File: config.mk
export PLATFORM = sky130hd
export DESIGN_NAME = uart_wb_arbiter_flat
export DESIGN_NICKNAME = d
export VERILOG_FILES = /design/src/rtl/uart_wb_arbiter_if.sv /design/src/rtl/uart_wb_arbiter.sv /design/src/flat_wrapper.sv
export SDC_FILE = /design/constraint.sdc
export NUM_CORES = 1
export LEC_CHECK = 0
export ABC_CLOCK_PERIOD_IN_PS = 5100
export CAP_MARGIN = 40
export CORE_AREA = 5 5 119 121
export DETAILED_ROUTE_END_ITERATION = 7
export DIE_AREA = 0 0 124 126
export PLACE_DENSITY = 0.63
export SYNTH_ARGS = -nofsm -noshare
export SYNTH_HDL_FRONTEND = slang
export SYNTH_SLANG_ARGS = --single-unit
File: constraint.sdc
create_clock -name wb_clk_i -period 5.1 [get_ports wb_clk_i]
set_input_delay 1.02 -clock wb_clk_i [delete_from_list [all_inputs] [get_ports wb_clk_i]]
set_output_delay 1.02 -clock wb_clk_i [all_outputs]
set_load 0.01 [all_outputs]
File: src/rtl/uart_wb_arbiter_if.sv
// Single-beat Wishbone B4 classic link: the master modport issues the request,
// the slave modport returns read data and ack/err.
interface uart_wb_arbiter_if #(
    parameter int ADDR_W = 32,
    parameter int DATA_W = 32
);
    localparam int SEL_W = DATA_W / 8;

    logic              cyc;
    logic              stb;
    logic              we;
    logic [ADDR_W-1:0] adr;
    logic [DATA_W-1:0] wr_dat;
    logic [SEL_W-1:0]  sel;
    logic [DATA_W-1:0] rd_dat;
    logic              ack;
    logic              err;

    modport master (output cyc, stb, we, adr, wr_dat, sel, input  rd_dat, ack, err);
    modport slave  (input  cyc, stb, we, adr, wr_dat, sel, output rd_dat, ack, err);
endinterface

File: src/rtl/uart_wb_arbiter.sv
// Two-master round-robin Wishbone arbiter with bus watchdog in front of the UART slave.
// Grant one cycle after cyc seen idle, responses combinational; the loser stalls until the owner drops cyc.
module uart_wb_arbiter #(
    parameter int ADDR_W  = 32,
    parameter int DATA_W  = 32,
    parameter int TIMEOUT = 255
) (
    input  logic              wb_clk_i,
    input  logic              wb_rst_ni,
    uart_wb_arbiter_if.slave  m0,
    uart_wb_arbiter_if.slave  m1,
    uart_wb_arbiter_if.master s,
    output logic              timeout_o
);
    localparam int SEL_W = DATA_W / 8;
    localparam int CNT_W = (TIMEOUT < 1) ? 1 : $clog2(TIMEOUT + 1);
    localparam logic [CNT_W-1:0] CNT_LIM = CNT_W'(TIMEOUT);
    localparam bit WD_EN = (TIMEOUT != 0);

    typedef enum logic [1:0] {IDLE, BUSY, BLOCK} state_t;

    state_t           state, state_nxt;
    logic             owner, owner_nxt;
    logic             last, last_nxt;
    logic [CNT_W-1:0] cnt, cnt_nxt;

    logic              own_cyc, own_stb, own_we;
    logic [ADDR_W-1:0] own_adr;
    logic [DATA_W-1:0] own_dat;
    logic [SEL_W-1:0]  own_sel;
    logic              fwd, fwd_stb, wd;
    logic              rsp_ack, rsp_err;
    logic [DATA_W-1:0] rsp_dat;

    assign own_cyc = owner ? m1.cyc    : m0.cyc;
    assign own_stb = owner ? m1.stb    : m0.stb;
    assign own_we  = owner ? m1.we     : m0.we;
    assign own_adr = owner ? m1.adr    : m0.adr;
    assign own_dat = owner ? m1.wr_dat : m0.wr_dat;
    assign own_sel = owner ? m1.sel    : m0.sel;

    // Forwarding only while granted and the owner still holds cyc.
    assign fwd     = (state == BUSY) && own_cyc;
    assign fwd_stb = fwd && own_stb;
    assign wd      = WD_EN && (cnt == CNT_LIM) && fwd_stb && !s.ack && !s.err;

    always_ff @(posedge wb_clk_i or negedge wb_rst_ni) begin
        if (!wb_rst_ni) begin
            state <= IDLE;
            owner <= 1'b0;
            last  <= 1'b1;
            cnt   <= '0;
        end else begin
            state <= state_nxt;
            owner <= owner_nxt;
            last  <= last_nxt;
            cnt   <= cnt_nxt;
        end
    end

    always_comb begin
        state_nxt = state;
        owner_nxt = owner;
        last_nxt  = last;
        case (state)
            IDLE: begin
                if (m0.cyc || m1.cyc) begin
                    if (m0.cyc && m1.cyc) owner_nxt = ~last;
                    else                  owner_nxt = m1.cyc;
                    last_nxt  = owner_nxt;
                    state_nxt = BUSY;
                end
            end
            BUSY: begin
                if (!own_cyc) state_nxt = IDLE;
                else if (wd)  state_nxt = BLOCK;
            end
            BLOCK: begin
                if (!own_stb) state_nxt = own_cyc ? BUSY : IDLE;
            end
            default: state_nxt = IDLE;
        endcase
    end

    always_comb begin
        cnt_nxt = cnt;
        if (!fwd_stb || s.ack || s.err || wd) cnt_nxt = '0;
        else if (cnt != '1)                   cnt_nxt = cnt + CNT_W'(1);
    end

    // After a watchdog hit the slave sees no strobe, but address/data keep tracking the owner.
    always_comb begin
        s.cyc    = fwd;
        s.stb    = fwd_stb;
        s.we     = 1'b0;
        s.adr    = '0;
        s.wr_dat = '0;
        s.sel    = '0;
        if (fwd || (state == BLOCK)) begin
            s.we     = own_we;
            s.adr    = own_adr;
            s.wr_dat = own_dat;
            s.sel    = own_sel;
        end
    end

    assign rsp_ack = fwd_stb && s.ack;
    assign rsp_err = fwd_stb && (s.err || wd);
    assign rsp_dat = fwd ? s.rd_dat : '0;

    assign m0.ack    = rsp_ack && !owner;
    assign m0.err    = rsp_err && !owner;
    assign m0.rd_dat = owner ? '0 : rsp_dat;
    assign m1.ack    = rsp_ack && owner;
    assign m1.err    = rsp_err && owner;
    assign m1.rd_dat = owner ? rsp_dat : '0;
    assign timeout_o = wd;
endmodule

File: src/flat_wrapper.sv
// flat-port wrapper written by rule: the top's interface ports become plain ports
module uart_wb_arbiter_flat 
#(
    parameter int ADDR_W  = 32,
    parameter int DATA_W  = 32,
    parameter int TIMEOUT = 255
)
  (wb_clk_i, wb_rst_ni, timeout_o, m0_cyc, m0_stb, m0_we, m0_adr, m0_wr_dat, m0_sel, m0_rd_dat, m0_ack, m0_err, m1_cyc, m1_stb, m1_we, m1_adr, m1_wr_dat, m1_sel, m1_rd_dat, m1_ack, m1_err, s_cyc, s_stb, s_we, s_adr, s_wr_dat, s_sel, s_rd_dat, s_ack, s_err);
  uart_wb_arbiter_if #(.ADDR_W(ADDR_W), .DATA_W(DATA_W)) m0_i ();
  uart_wb_arbiter_if #(.ADDR_W(ADDR_W), .DATA_W(DATA_W)) m1_i ();
  uart_wb_arbiter_if #(.ADDR_W(ADDR_W), .DATA_W(DATA_W)) s_i ();
  input  logic wb_clk_i;
  input  logic wb_rst_ni;
  output logic timeout_o;
  input wire logic [$bits(m0_i.cyc)-1:0] m0_cyc;
  input wire logic [$bits(m0_i.stb)-1:0] m0_stb;
  input wire logic [$bits(m0_i.we)-1:0] m0_we;
  input wire logic [$bits(m0_i.adr)-1:0] m0_adr;
  input wire logic [$bits(m0_i.wr_dat)-1:0] m0_wr_dat;
  input wire logic [$bits(m0_i.sel)-1:0] m0_sel;
  output wire logic [$bits(m0_i.rd_dat)-1:0] m0_rd_dat;
  output wire logic [$bits(m0_i.ack)-1:0] m0_ack;
  output wire logic [$bits(m0_i.err)-1:0] m0_err;
  input wire logic [$bits(m1_i.cyc)-1:0] m1_cyc;
  input wire logic [$bits(m1_i.stb)-1:0] m1_stb;
  input wire logic [$bits(m1_i.we)-1:0] m1_we;
  input wire logic [$bits(m1_i.adr)-1:0] m1_adr;
  input wire logic [$bits(m1_i.wr_dat)-1:0] m1_wr_dat;
  input wire logic [$bits(m1_i.sel)-1:0] m1_sel;
  output wire logic [$bits(m1_i.rd_dat)-1:0] m1_rd_dat;
  output wire logic [$bits(m1_i.ack)-1:0] m1_ack;
  output wire logic [$bits(m1_i.err)-1:0] m1_err;
  output wire logic [$bits(s_i.cyc)-1:0] s_cyc;
  output wire logic [$bits(s_i.stb)-1:0] s_stb;
  output wire logic [$bits(s_i.we)-1:0] s_we;
  output wire logic [$bits(s_i.adr)-1:0] s_adr;
  output wire logic [$bits(s_i.wr_dat)-1:0] s_wr_dat;
  output wire logic [$bits(s_i.sel)-1:0] s_sel;
  input wire logic [$bits(s_i.rd_dat)-1:0] s_rd_dat;
  input wire logic [$bits(s_i.ack)-1:0] s_ack;
  input wire logic [$bits(s_i.err)-1:0] s_err;
  assign m0_i.cyc = m0_cyc;
  assign m0_i.stb = m0_stb;
  assign m0_i.we = m0_we;
  assign m0_i.adr = m0_adr;
  assign m0_i.wr_dat = m0_wr_dat;
  assign m0_i.sel = m0_sel;
  assign m0_rd_dat = m0_i.rd_dat;
  assign m0_ack = m0_i.ack;
  assign m0_err = m0_i.err;
  assign m1_i.cyc = m1_cyc;
  assign m1_i.stb = m1_stb;
  assign m1_i.we = m1_we;
  assign m1_i.adr = m1_adr;
  assign m1_i.wr_dat = m1_wr_dat;
  assign m1_i.sel = m1_sel;
  assign m1_rd_dat = m1_i.rd_dat;
  assign m1_ack = m1_i.ack;
  assign m1_err = m1_i.err;
  assign s_cyc = s_i.cyc;
  assign s_stb = s_i.stb;
  assign s_we = s_i.we;
  assign s_adr = s_i.adr;
  assign s_wr_dat = s_i.wr_dat;
  assign s_sel = s_i.sel;
  assign s_i.rd_dat = s_rd_dat;
  assign s_i.ack = s_ack;
  assign s_i.err = s_err;
  uart_wb_arbiter #(.ADDR_W(ADDR_W), .DATA_W(DATA_W), .TIMEOUT(TIMEOUT)) u_core (.wb_clk_i(wb_clk_i), .wb_rst_ni(wb_rst_ni), .m0(m0_i), .m1(m1_i), .s(s_i), .timeout_o(timeout_o));
endmodule
Word-level counts from Yosys, hierarchy flattened:

Cells that the tools add are included.
W data, S select, Z words.

* add/subtract/negate cells: 1
* $mul: 0
* divide/modulo/power cells: 0
* $lt $le $gt $ge: 0
* equality and inequality tests: 7
* shift-type cells: 0
* multiplexer cells: 22
* bitwise operators: 1
* reduce and logical (&&, ||, !) cells: 26

Operator list (count)
* $mux W32: 7
* $mux W8: 2
* $logic_and A1 B1 Y1: 12
* $add A8 B1 Y8 const B: 1
* $eq A8 B8 Y1 const B: 1
* $mux W2: 4
* $mux W4: 2
* $ne A8 B8 Y1 const B: 1
* $logic_or A1 B1 Y1: 6
* $mux W1: 6
* $pmux W2 S3: 1
* $logic_not A1 Y1: 4
* $ne A3 B3 Y1 const B: 1
* $reduce_and A3 Y1: 1
* $eq A2 B1 Y1 const B: 1
* $eq A2 B2 Y1 const B: 1
* $logic_not A2 Y1: 1
* $ne A2 B1 Y1 const B: 1
* $ne A2 B2 Y1 const B: 1
* $reduce_and A2 Y1: 1
* $reduce_bool A2 Y1: 1
* $not A1 Y1: 1

* flip-flop bits (word level): 12
* latch bits: 0
* bits in writable memories: 0
* ROM bits: 0
* input bits: 178
* memories kept: 0

Longest topological paths before layout:

Gate-level depths: netlist of run 1.

* depth in word-level cells: 9
* mapped depth: 6

Worst setup path before layout of run 1:

No wires, ideal clock.

* path kind: input to output
* start point: in m0_cyc
* end point: out s_wr_dat[21]
* arrival: 1905 ps
* path slack: 2175 ps
* stages: 5
* cells stage by stage: mux2_4 > a21oi_2 > buf_4 > buf_4 > nor2_1

* longest elaborated chain between the ends: 4

Ends and longest elaborated chain
* start, declared: RTL line flat_wrapper.sv:15 `input wire logic [$bits(m0_i.cyc)-1:0] m0_cyc;`
* $mux W1: RTL line uart_wb_arbiter.sv:35 `assign own_cyc = owner ? m1.cyc : m0.cyc;`
* $logic_and A1 B1 Y1: RTL line uart_wb_arbiter.sv:43 `assign fwd = (state == BUSY) && own_cyc;`
* $logic_or A1 B1 Y1: RTL line uart_wb_arbiter.sv:99 `if (fwd || (state == BLOCK)) begin`
* $mux W32: RTL line uart_wb_arbiter.sv:99
* end, declared: RTL line flat_wrapper.sv:37 `output wire logic [$bits(s_i.wr_dat)-1:0] s_wr_dat;`

Every way passes these cells.

Final worst setup path of run 1:

* start point: in m1_cyc
* end point: out m1_rd_dat[9]

* longest elaborated chain between the ends: 4

Ends and longest elaborated chain
* start, declared: RTL line flat_wrapper.sv:24 `input wire logic [$bits(m1_i.cyc)-1:0] m1_cyc;`
* $mux W1: RTL line uart_wb_arbiter.sv:35
* $logic_and A1 B1 Y1: RTL line uart_wb_arbiter.sv:43
* $mux W32: RTL line uart_wb_arbiter.sv:109 `assign rsp_dat = fwd ? s.rd_dat : '0;`
* $mux W32: RTL line uart_wb_arbiter.sv:116 `assign m1.rd_dat = owner ? rsp_dat : '0;`
* end, declared: RTL line flat_wrapper.sv:30 `output wire logic [$bits(m1_i.rd_dat)-1:0] m1_rd_dat;`

Every way passes these cells.

==> results of run 1 <==
-- worst max path at each step --
stage / endpoint / slack, ns / cells after the start
finish: m1_rd_dat[9] / 0.95 / 4
global placement: s_wr_dat[7] / 0.96 / 6
global route: m0_rd_dat[20] / 0.76 / 4
floorplan: s_wr_dat[21] / 2.18 / 5
CTS: s_wr_dat[7] / 0.91 / 6
detailed placement: s_wr_dat[7] / 0.91 / 6
-- cells in the mapped netlist, drive strengths merged (3+ instances only) --
cell type and n:
nor2 74, mux2i 70, and2 64, buf 16, dfrtp 11, clkbuf 6
nand2 5, nand3 5, nor3 5, a21oi 3, inv 3, nor4b 3
o21ai 3
-- logic make-up (layout without fill, tap and decap cells) --
logic type / Yosys count / in the layout
buffers and inverters: 25 / 327
DFF: 12 / 12
and+or+nand+nor: 168 / 168
AOI/OAI and AO/OA: 14 / 14
xor gates and xnor gates: 3 / 3
adders and majority gates: 1 / 1
muxes: 72 / 72
-- registers in the layout, indices dropped and copies added, names as in the netlist --
signal	count
u_core.state	2
u_core.cnt	8
u_core.owner	1
u_core.last	1
-- stage by stage --
step           hold WS, ns  worst slack [ns]  total power, mW  area, µm²
2_1_floorplan       0.4808             2.175           0.8649       2172
3_3_place_gp        0.5027            0.9611            1.610       5498
3_5_place_dp        0.5119            0.9116            1.639       5525
4_1_cts             0.5163            0.9122            1.801       5614
5_1_grt             0.5617            0.7631            1.897       5614
6_report            0.5190            0.9503            1.777       5614
-- metal layers --
metal / wire length (µm) / GRT usage [%]
met1: 4977 / 17.34
met2: 7144 / 29.69
met3: 1187 / 3.229
met4: 88 / 1.675
met5: 0 / 0
-- critical path: cells and delay by family --
kind          cells  cell delay [ns]
buf+inv           2             1.11
simple gates      2             0.98
-- power breakdown --
group / internal (mW) / switching (mW) / total, mW / leakage, nW
Sequential: 0.114 / 0.0397 / 0.154 / 0.159
Clock: 0.118 / 0.0388 / 0.157 / 0.0442
Combinational: 0.822 / 0.644 / 1.47 / 2.04
Total: 1.05 / 0.723 / 1.78 / 2.24
-- layout make-up --
class	instances	area (µm²)
repair buffers	320	3228
well taps	176	220.2
flip-flops and latches	12	305.3
clock buffers	4	88.84
multi-input cells	258	1760
inverters	3	11.26
fillers	1294	7366
==> impl_metrics.tcl, run 1 <==
set metrics [dict create \
    synthTopCellsByArea "mux2i_1 (32%), and2_1 (18%), nor2_1 (13%)" \
    routed_wl_um 13400 \
    final_util_pct 43.25 \
    final_common_cell "clkdlybuf4s50_1" \
    worst_setup_hold_path_clk_slew_ns 0.04 \
    holdBufCountCts 0 \
    worstPathMaxFanout 32 \
    fin_crit_sh_pct 81.37 \
    critPathCaptureType "output pin" \
    rr_endpoint "u_core.cnt[3]$_DFFE_PN0P_" \
    hold_viol 0 \
    vias 3174 \
    slew_headroom_pct 41.74 \
    areaGrowthSynthToFinish_pct 158.5 \
    fin_cells 773 \
    synth_nets 474 \
    vdd_drop_max_mv 0.3655 \
    ys_ff_latch 12 \
    route.detailed.drc 0 \
    avgSynthCellArea_um2 7.363 \
    diodes 0 \
    row_count 42 \
    fp.dieW_um 124 \
    yosys.area_share.simple_pct 40.84 \
    clkLatencyLatePin_ns 0.24 \
    fmax_ghz 0.2410 \
    dieArea_mm2 0.01562 \
    path_cells "clkdlybuf4s50_1, and3_1, and2_1, clkdlybuf4s50_1" \
    hold_end "u_core.state[0]$_DFFE_PN0P_" \
    synth_compound_area_share_pct 4.608 \
    netlist_area_mm2 0.002172 \
    holdCritPathClass "reg -> reg" \
    dr.first_iter.drc_count 94 \
    die_y_um 126 \
    vias_per_cell 4.106 \
    antenna_found_initial 0 \
    cp_slowest_cell "and3_1" \
    synth_xor_area_share_pct 1.210 \
    min_from "u_core.state[0]$_DFFE_PN0P_" \
    required_ns 4.08 \
    seq_area_frac_synth_pct 13.88 \
    port_buffers 317 \
    slowest_delay_ns 0.76 \
    critPathLaunchType "input pin" \
    whs_path_depth 1 \
    grt_pass1_vias 3130 \
    core_area_mm2 0.01298 \
    cts_resized 0 \
    yosysWarnings 0 \
    fin_nets 777 \
    async_reset_ff_share_pct 100.0 \
    dr.pass1.iters 6 \
    synth_fa_ha_area_share_pct 0.5760 \
    tightest_slew_ns 0.8738 \
    skew_ns 0.004203 \
    synth.largest_area_cell "mux2i_1" \
    ys_types 39 \
    grt_pass1_wl_um 18730 \
    reg2reg_from "u_core.cnt[0]$_DFFE_PN0P_" \
    cts-htree-levels 1 \
    cts_tree "built" \
    synth-edff-count 0 \
    gr-total-overflow 0 \
    cp_common_cell "clkdlybuf4s50_1" \
    r2r_slack_ns 3.49 \
    drv_slew 0 \
    ant_nets 0 \
    worstSetupPathType "in -> out" \
    grt_usage_pct 15.30 \
    numCtsBuffers 3 \
    synthMuxAreaShare_pct 33.47 \
    status "finished, final reports clean" \
    finalCriticalPeriod_ns 4.150 \
    drv_cap 0 \
    dpl.hpwl_um 11650 \
    drive_above_1_share_pct 2.848 \
    wl_per_cell_um 17.33 \
    io_pins 318 \
    gp_congestion 0.8934 \
    post_cts_buffers 0 \
    grt_max_degree 63 \
    cts_sinks 12 \
    reg2reg_depth 4 \
    final_cell_mix "clkdlybuf4s50_1 (317), nor2_1 (74), mux2i_1 (70), and2_1 (64), dfrtp_1 (10)" \
    setup_viol 0 \
    cts_root_buf "clkbuf_16" \
    p_leak_nw 2.243 \
    synthDominantCellAreaShare_pct 32.26 \
    dp_cells 769 \
    startpoint "m1_cyc" \
    netlist_instances 295 \
    start_util_pct 16.73 \
    worstPathArrival_ns 3.13 \
    synth_flop_cell "dfrtp_1" \
    cts_buffer_depth 2 \
    finalSetupTns_ns 0 \
    cellPowerDensity_mw_per_mm2 316.5 \
    synth_top_family_by_area "simple AND/OR/NAND/NOR gates" \
    rsz0062_at_grt "no" \
]
No activity file was read; power rests on OpenSTA's default activity.
==> inputs of run 2 (changes only) <==
ABC_CLOCK_PERIOD_IN_PS = 4000   (was 5100)
CORE_AREA = 5 5 120 122   (was 5 5 119 121)
DIE_AREA = 0 0 125 127   (was 0 0 124 126)
PLACE_DENSITY = 0.62   (was 0.63)
clock period = 4 ns   (was 5.1 ns; I/O delays follow)
==> impl_metrics.tcl, run 2 (same netlist as run 1, synthesis figures left out) <==
set metrics [dict create \
    status "finished, final reports clean" \
    p_sw_share_pct 41.11 \
    diodes 0 \
    grt_max_degree 50 \
    core_area_mm2 0.01309 \
    drv_cap 0 \
    slew_headroom_pct 62.78 \
    nFillCells 1258 \
    numCtsBuffers 3 \
    rr_endpoint "u_core.cnt[3]$_DFFE_PN0P_" \
    reg.largest.list "u_core.cnt (8), u_core.state (2)" \
    startpoint "m0_cyc" \
    fp.dieW_um 125 \
    p_sw_mw 0.9337 \
    p_int_mw 1.337 \
    tightest_slew_ns 0.5583 \
    finalCriticalPeriod_ns 3.521 \
    seq_power_share_pct 8.6 \
    gr-total-overflow 0 \
    top_register "u_core.cnt" \
    antenna_found_initial 0 \
    fmax_ghz 0.2840 \
    grt_usage_pct 15.28 \
    die_y_um 127 \
    fin_crit_sh_pct 88.04 \
    power.share.clock_pct 9.1 \
    fin_cells 776 \
    hold_viol 0 \
    holdCritPathClass "reg -> reg" \
    reg2reg_from "u_core.cnt[0]$_DFFE_PN0P_" \
    io_pins 318 \
    gp_congestion 0.9001 \
    clkLatencyLatePin_ns 0.24 \
    start_util_pct 16.60 \
    cts_resized 0 \
    final_common_cell "clkdlybuf4s50_1" \
    row_count 42 \
    fin_nets 780 \
    port_buffers 317 \
    vias_per_cell 4.182 \
    vias 3245 \
    vdd_drop_max_mv 0.2668 \
    holdBufCountCts 0 \
    dpl.hpwl_um 11360 \
    cts_sinks 12 \
    p_leak_nw 2.250 \
    drv_slew 0 \
    routed_wl_um 13380 \
    rsz0062_at_grt "no" \
    cts_tree "built" \
    multiInputGateArea_mm2 0.001760 \
    worstPathMaxFanout 49 \
    route.detailed.drc 0 \
    cts_root_buf "clkbuf_16" \
    dr.pass1.iters 4 \
    whs_path_depth 1 \
    pwr-share-comb_pct 82.3 \
    post_cts_buffers 0 \
    required_ns 3.20 \
    largest_reg_flops 8 \
    setup_viol 0 \
    dr.first_iter.drc_count 101 \
    skew_ns 0.003056 \
    wl_per_cell_um 17.25 \
    cts-htree-levels 1 \
    grt_pass1_wl_um 19670 \
    critPathCaptureType "output pin" \
    cts_buffer_depth 2 \
    cellPowerDensity_mw_per_mm2 404.4 \
    finalSetupTns_ns 0 \
    areaGrowthSynthToFinish_pct 158.6 \
    drive_above_1_share_pct 3.333 \
    worstPathArrival_ns 2.72 \
    hold_end "u_core.state[0]$_DFFE_PN0P_" \
    worstSetupPathType "in -> out" \
    min_from "u_core.state[0]$_DFFE_PN0P_" \
    dieArea_mm2 0.01588 \
    ant_nets 0 \
    final_cell_mix "clkdlybuf4s50_1 (317), nor2_1 (74), mux2i_1 (70), and2_1 (64), dfrtp_1 (10)" \
    final_util_pct 42.92 \
    dp_cells 772 \
    r2r_slack_ns 2.42 \
    critPathLaunchType "input pin" \
    final-seq-area_um2 305.3 \
    grt_pass1_vias 3170 \
    worst_setup_hold_path_clk_slew_ns 0.04 \
    reg2reg_depth 4 \
]
## run 2: changes by cell type in the layout (fill, tap and decap cells not counted)
cell	before	now
buf_16	1	0
buf_4	1	5
## run 2: per-stage QoR
stage,setup slack [ns],hold slack [ns],cell area (µm²),power [mW]
after floorplan,1.515,0.4808,2172,1.103
after global placement,0.4897,0.5028,5528,2.072
after detailed placement,0.4657,0.5138,5528,2.090
after CTS,0.4578,0.5194,5617,2.305
after global routing,0.3881,0.5497,5617,2.415
final,0.4786,0.5172,5617,2.271
## run 2: critical path: stages
cell and delay (ns):
clkdlybuf4s50_1 0.49, mux2_4 0.34, a21oi_4 0.19, buf_12 0.24, nor2_1 0.09, clkdlybuf4s50_1 0.54
## run 2: routing by layer
| layer | GRT usage, % | part of all wire, % |
|---|---|---|
| met1 | 17.27 | 38 |
| met2 | 29.77 | 54 |
| met3 | 3.297 | 6.6 |
| met4 | 2.551 | 1.0 |
| met5 | 0 | 0 |
## run 2: area by class of cell
type                    instances  share of cell area, %
repair buffers                323                  57.52
multi-input cells             258                  31.34
flip-flops and latches         12                  5.436
well taps                     176                  3.921
clock buffers                   4                  1.582
inverters                       3                 0.2005
## run 2: worst max path at each step
stage	slack, ns	cells after the start	endpoint
detailed placement	0.47	6	s_adr[9]
CTS	0.46	6	s_adr[9]
floorplan	1.52	5	s_wr_dat[21]
global placement	0.49	6	s_adr[9]
finish	0.48	6	s_wr_dat[8]
global route	0.39	6	s_adr[9]
## run 2: power by group through the flow
stage	Combinational [mW]	Clock, mW	Sequential, mW
floorplan	0.951	0	0.152
global placement	1.87	0	0.197
detailed placement	1.89	0	0.201
CTS	1.89	0.210	0.200
global route	1.99	0.218	0.203
finish	1.87	0.206	0.196
==> variant: new RTL, config.mk and constraints of run 2 <==
Put a register stage on the output `timeout_o`, without a reset. The value now appears one clock later. The other outputs are not delayed to match.
--- a/src/rtl/uart_wb_arbiter.sv
+++ b/src/rtl/uart_wb_arbiter.sv
@@ -114,6 +114,8 @@
     assign m1.ack    = rsp_ack && owner;
     assign m1.err    = rsp_err && owner;
     assign m1.rd_dat = owner ? rsp_dat : '0;
-    assign timeout_o = wd;
+    always_ff @(posedge wb_clk_i) begin
+        timeout_o <= wd;
+    end
 endmodule
 
Check against the original RTL: same outputs for any inputs over 10 cycles, from zero or initial values and one cycle with wb_rst_ni low; that may be too few to reach the edited logic, so the function may still have changed.
==> variant against run 2 <==
- sequential cell count rose by 1
- critical path type unchanged
- design area up 0.60%
- sequential share of layout area increased by 0.32 points
- hold slack worse by 5.5 ps
- worst setup slack lost 33 ps
- synthesized area grew 0.58%
- highest routed layer unchanged
- routed wire length down 1.3%
- combinational power increased by 4%
- synthesized cell count is 0.34% higher
- power increased by 0.99%
==> variant: results (changes against run 2) <==
r2r startpoint: u_core.owner
Yosys top cell area share: 32.1% (-0.18 points)
Async SR Flop Fraction: 92.3% (-7.7 points)
Comb power: 0.00194 W (+4%)
first-pass GRT wire length: 19200 microns (-2.4%)
DR WL met3: 736 microns (-17%)
Max Cap Viol: 0 (unchanged)
Arr. time, crit path: 2750 ps (+30 ps)
Clk network pwr share: 8.0% (-1.1 points)
Peak VDD IR: 0.381 mV (+43%)
Met1 Wirelength: 4960 microns (-2.4%)
CP peak stage delay: 510 ps (-30 ps)
clk slew on worst S/H paths: 40 ps (about the same)
Least-Margin Pin Slew: 586 ps (+27.4 ps)
worst-path fanout max: 19 (-61%)
result of the run: completed
hpwl dp: 11400 microns (about the same)
WL met2: 7260 microns (-0.40%)
via count: 3170 (-2.3%)
Worst Skew: 1.38 ps (-1.67 ps)
largest net degree at the start of global routing: 79 (+58%)
GPL Wtd Cong: 0.907 (+0.74%)
most frequent cells after synthesis: nor2_1 (74), mux2i_1 (70), and2_1 (64), buf_2 (12), dfrtp_1 (11)
Static Leak: 2.26 nW (+0.61%)
Distinct cells, synth: 38 (-2.6%)
Mapped Nets: 475 (+0.21%)
initial DRC count: 89 (-12%)
DR WL/cell: 17.0 microns (-1.6%)
top cells by area, synth: mux2i_1 (32%), and2_1 (18%), nor2_1 (13%), dfrtp_1 (13%), buf_2 (2.7%)
Final #Nets: 782 (+0.26%)
layout cells sized above 1: 2.82% (-0.51 points)
total track usage: 15.0% (-0.32 points)
register area share after synthesis: 14.7% (+0.84 points)
Sw Share: 40.2% (-0.89 points)
most common flop cell mapped by yosys: dfrtp_1
Setup WS pre-CTS: 414 ps (-51.5 ps)
Worst Reg-to-Reg Cells: 4 (unchanged)
-- variant: worst paths after layout --
path,end,slack [ps]
worst min register to register,u_core.state[0],510
worst max-delay path,s_we,450
worst max register to register,u_core.cnt[5],2300
min in group asynchronous,u_core.cnt[4],910
max in group asynchronous,u_core.owner,2700
worst min-delay path,u_core.state[0],510
-- variant: final cells by class --
| cell class | instances | area, sq um |
|---|---|---|
| inverters | 3 | 11.3 |
| well taps | 176 | 220 |
| flip-flops and latches | 13 | 325 |
| multi-input cells | 258 | 1740 |
| clock buffers | 4 | 78.8 |
| fillers | 1284 | 7430 |
| repair buffers | 324 | 3280 |
-- variant: layer usage --
metal / GRT usage [%] / up-vias
met5: 0 / -
li1: - / 1609
met2: 29.5 / 125
met4: 3.32 / 0
met3: 2.67 / 14
met1: 16.6 / 1422
-- variant: worst register-to-register path, cell delays in order (launching register included) --
cell	delay, ps
dfrtp_4	420
buf_12	340
mux2_2	340
nand4_2	250
a211oi_1	260
-- variant: through the flow --
step | hold slack [ps] | util (%) | cell area, sq um | std cells | total power [W]
floorplan | 482 | - | 2180 | 296 | 0.00113
global placement | 500 | 42.6 | 5570 | 774 | 0.00212
detailed placement | 510 | 42.6 | 5570 | 774 | 0.00214
CTS | 516 | 43.2 | 5650 | 778 | 0.00233
global route | 538 | 43.2 | 5650 | 778 | 0.00244
finish | 512 | 43.2 | 5650 | 778 | 0.00229
-- variant: cell families after synthesis --
group	Yosys count	synth area share (%)
simple gates	168	39.9
mux	72	33.3
buf+inv	25	5.67
compound gates	14	4.70
flops	13	14.7
xor+xnor	3	1.20
fa+ha+maj	1	0.573
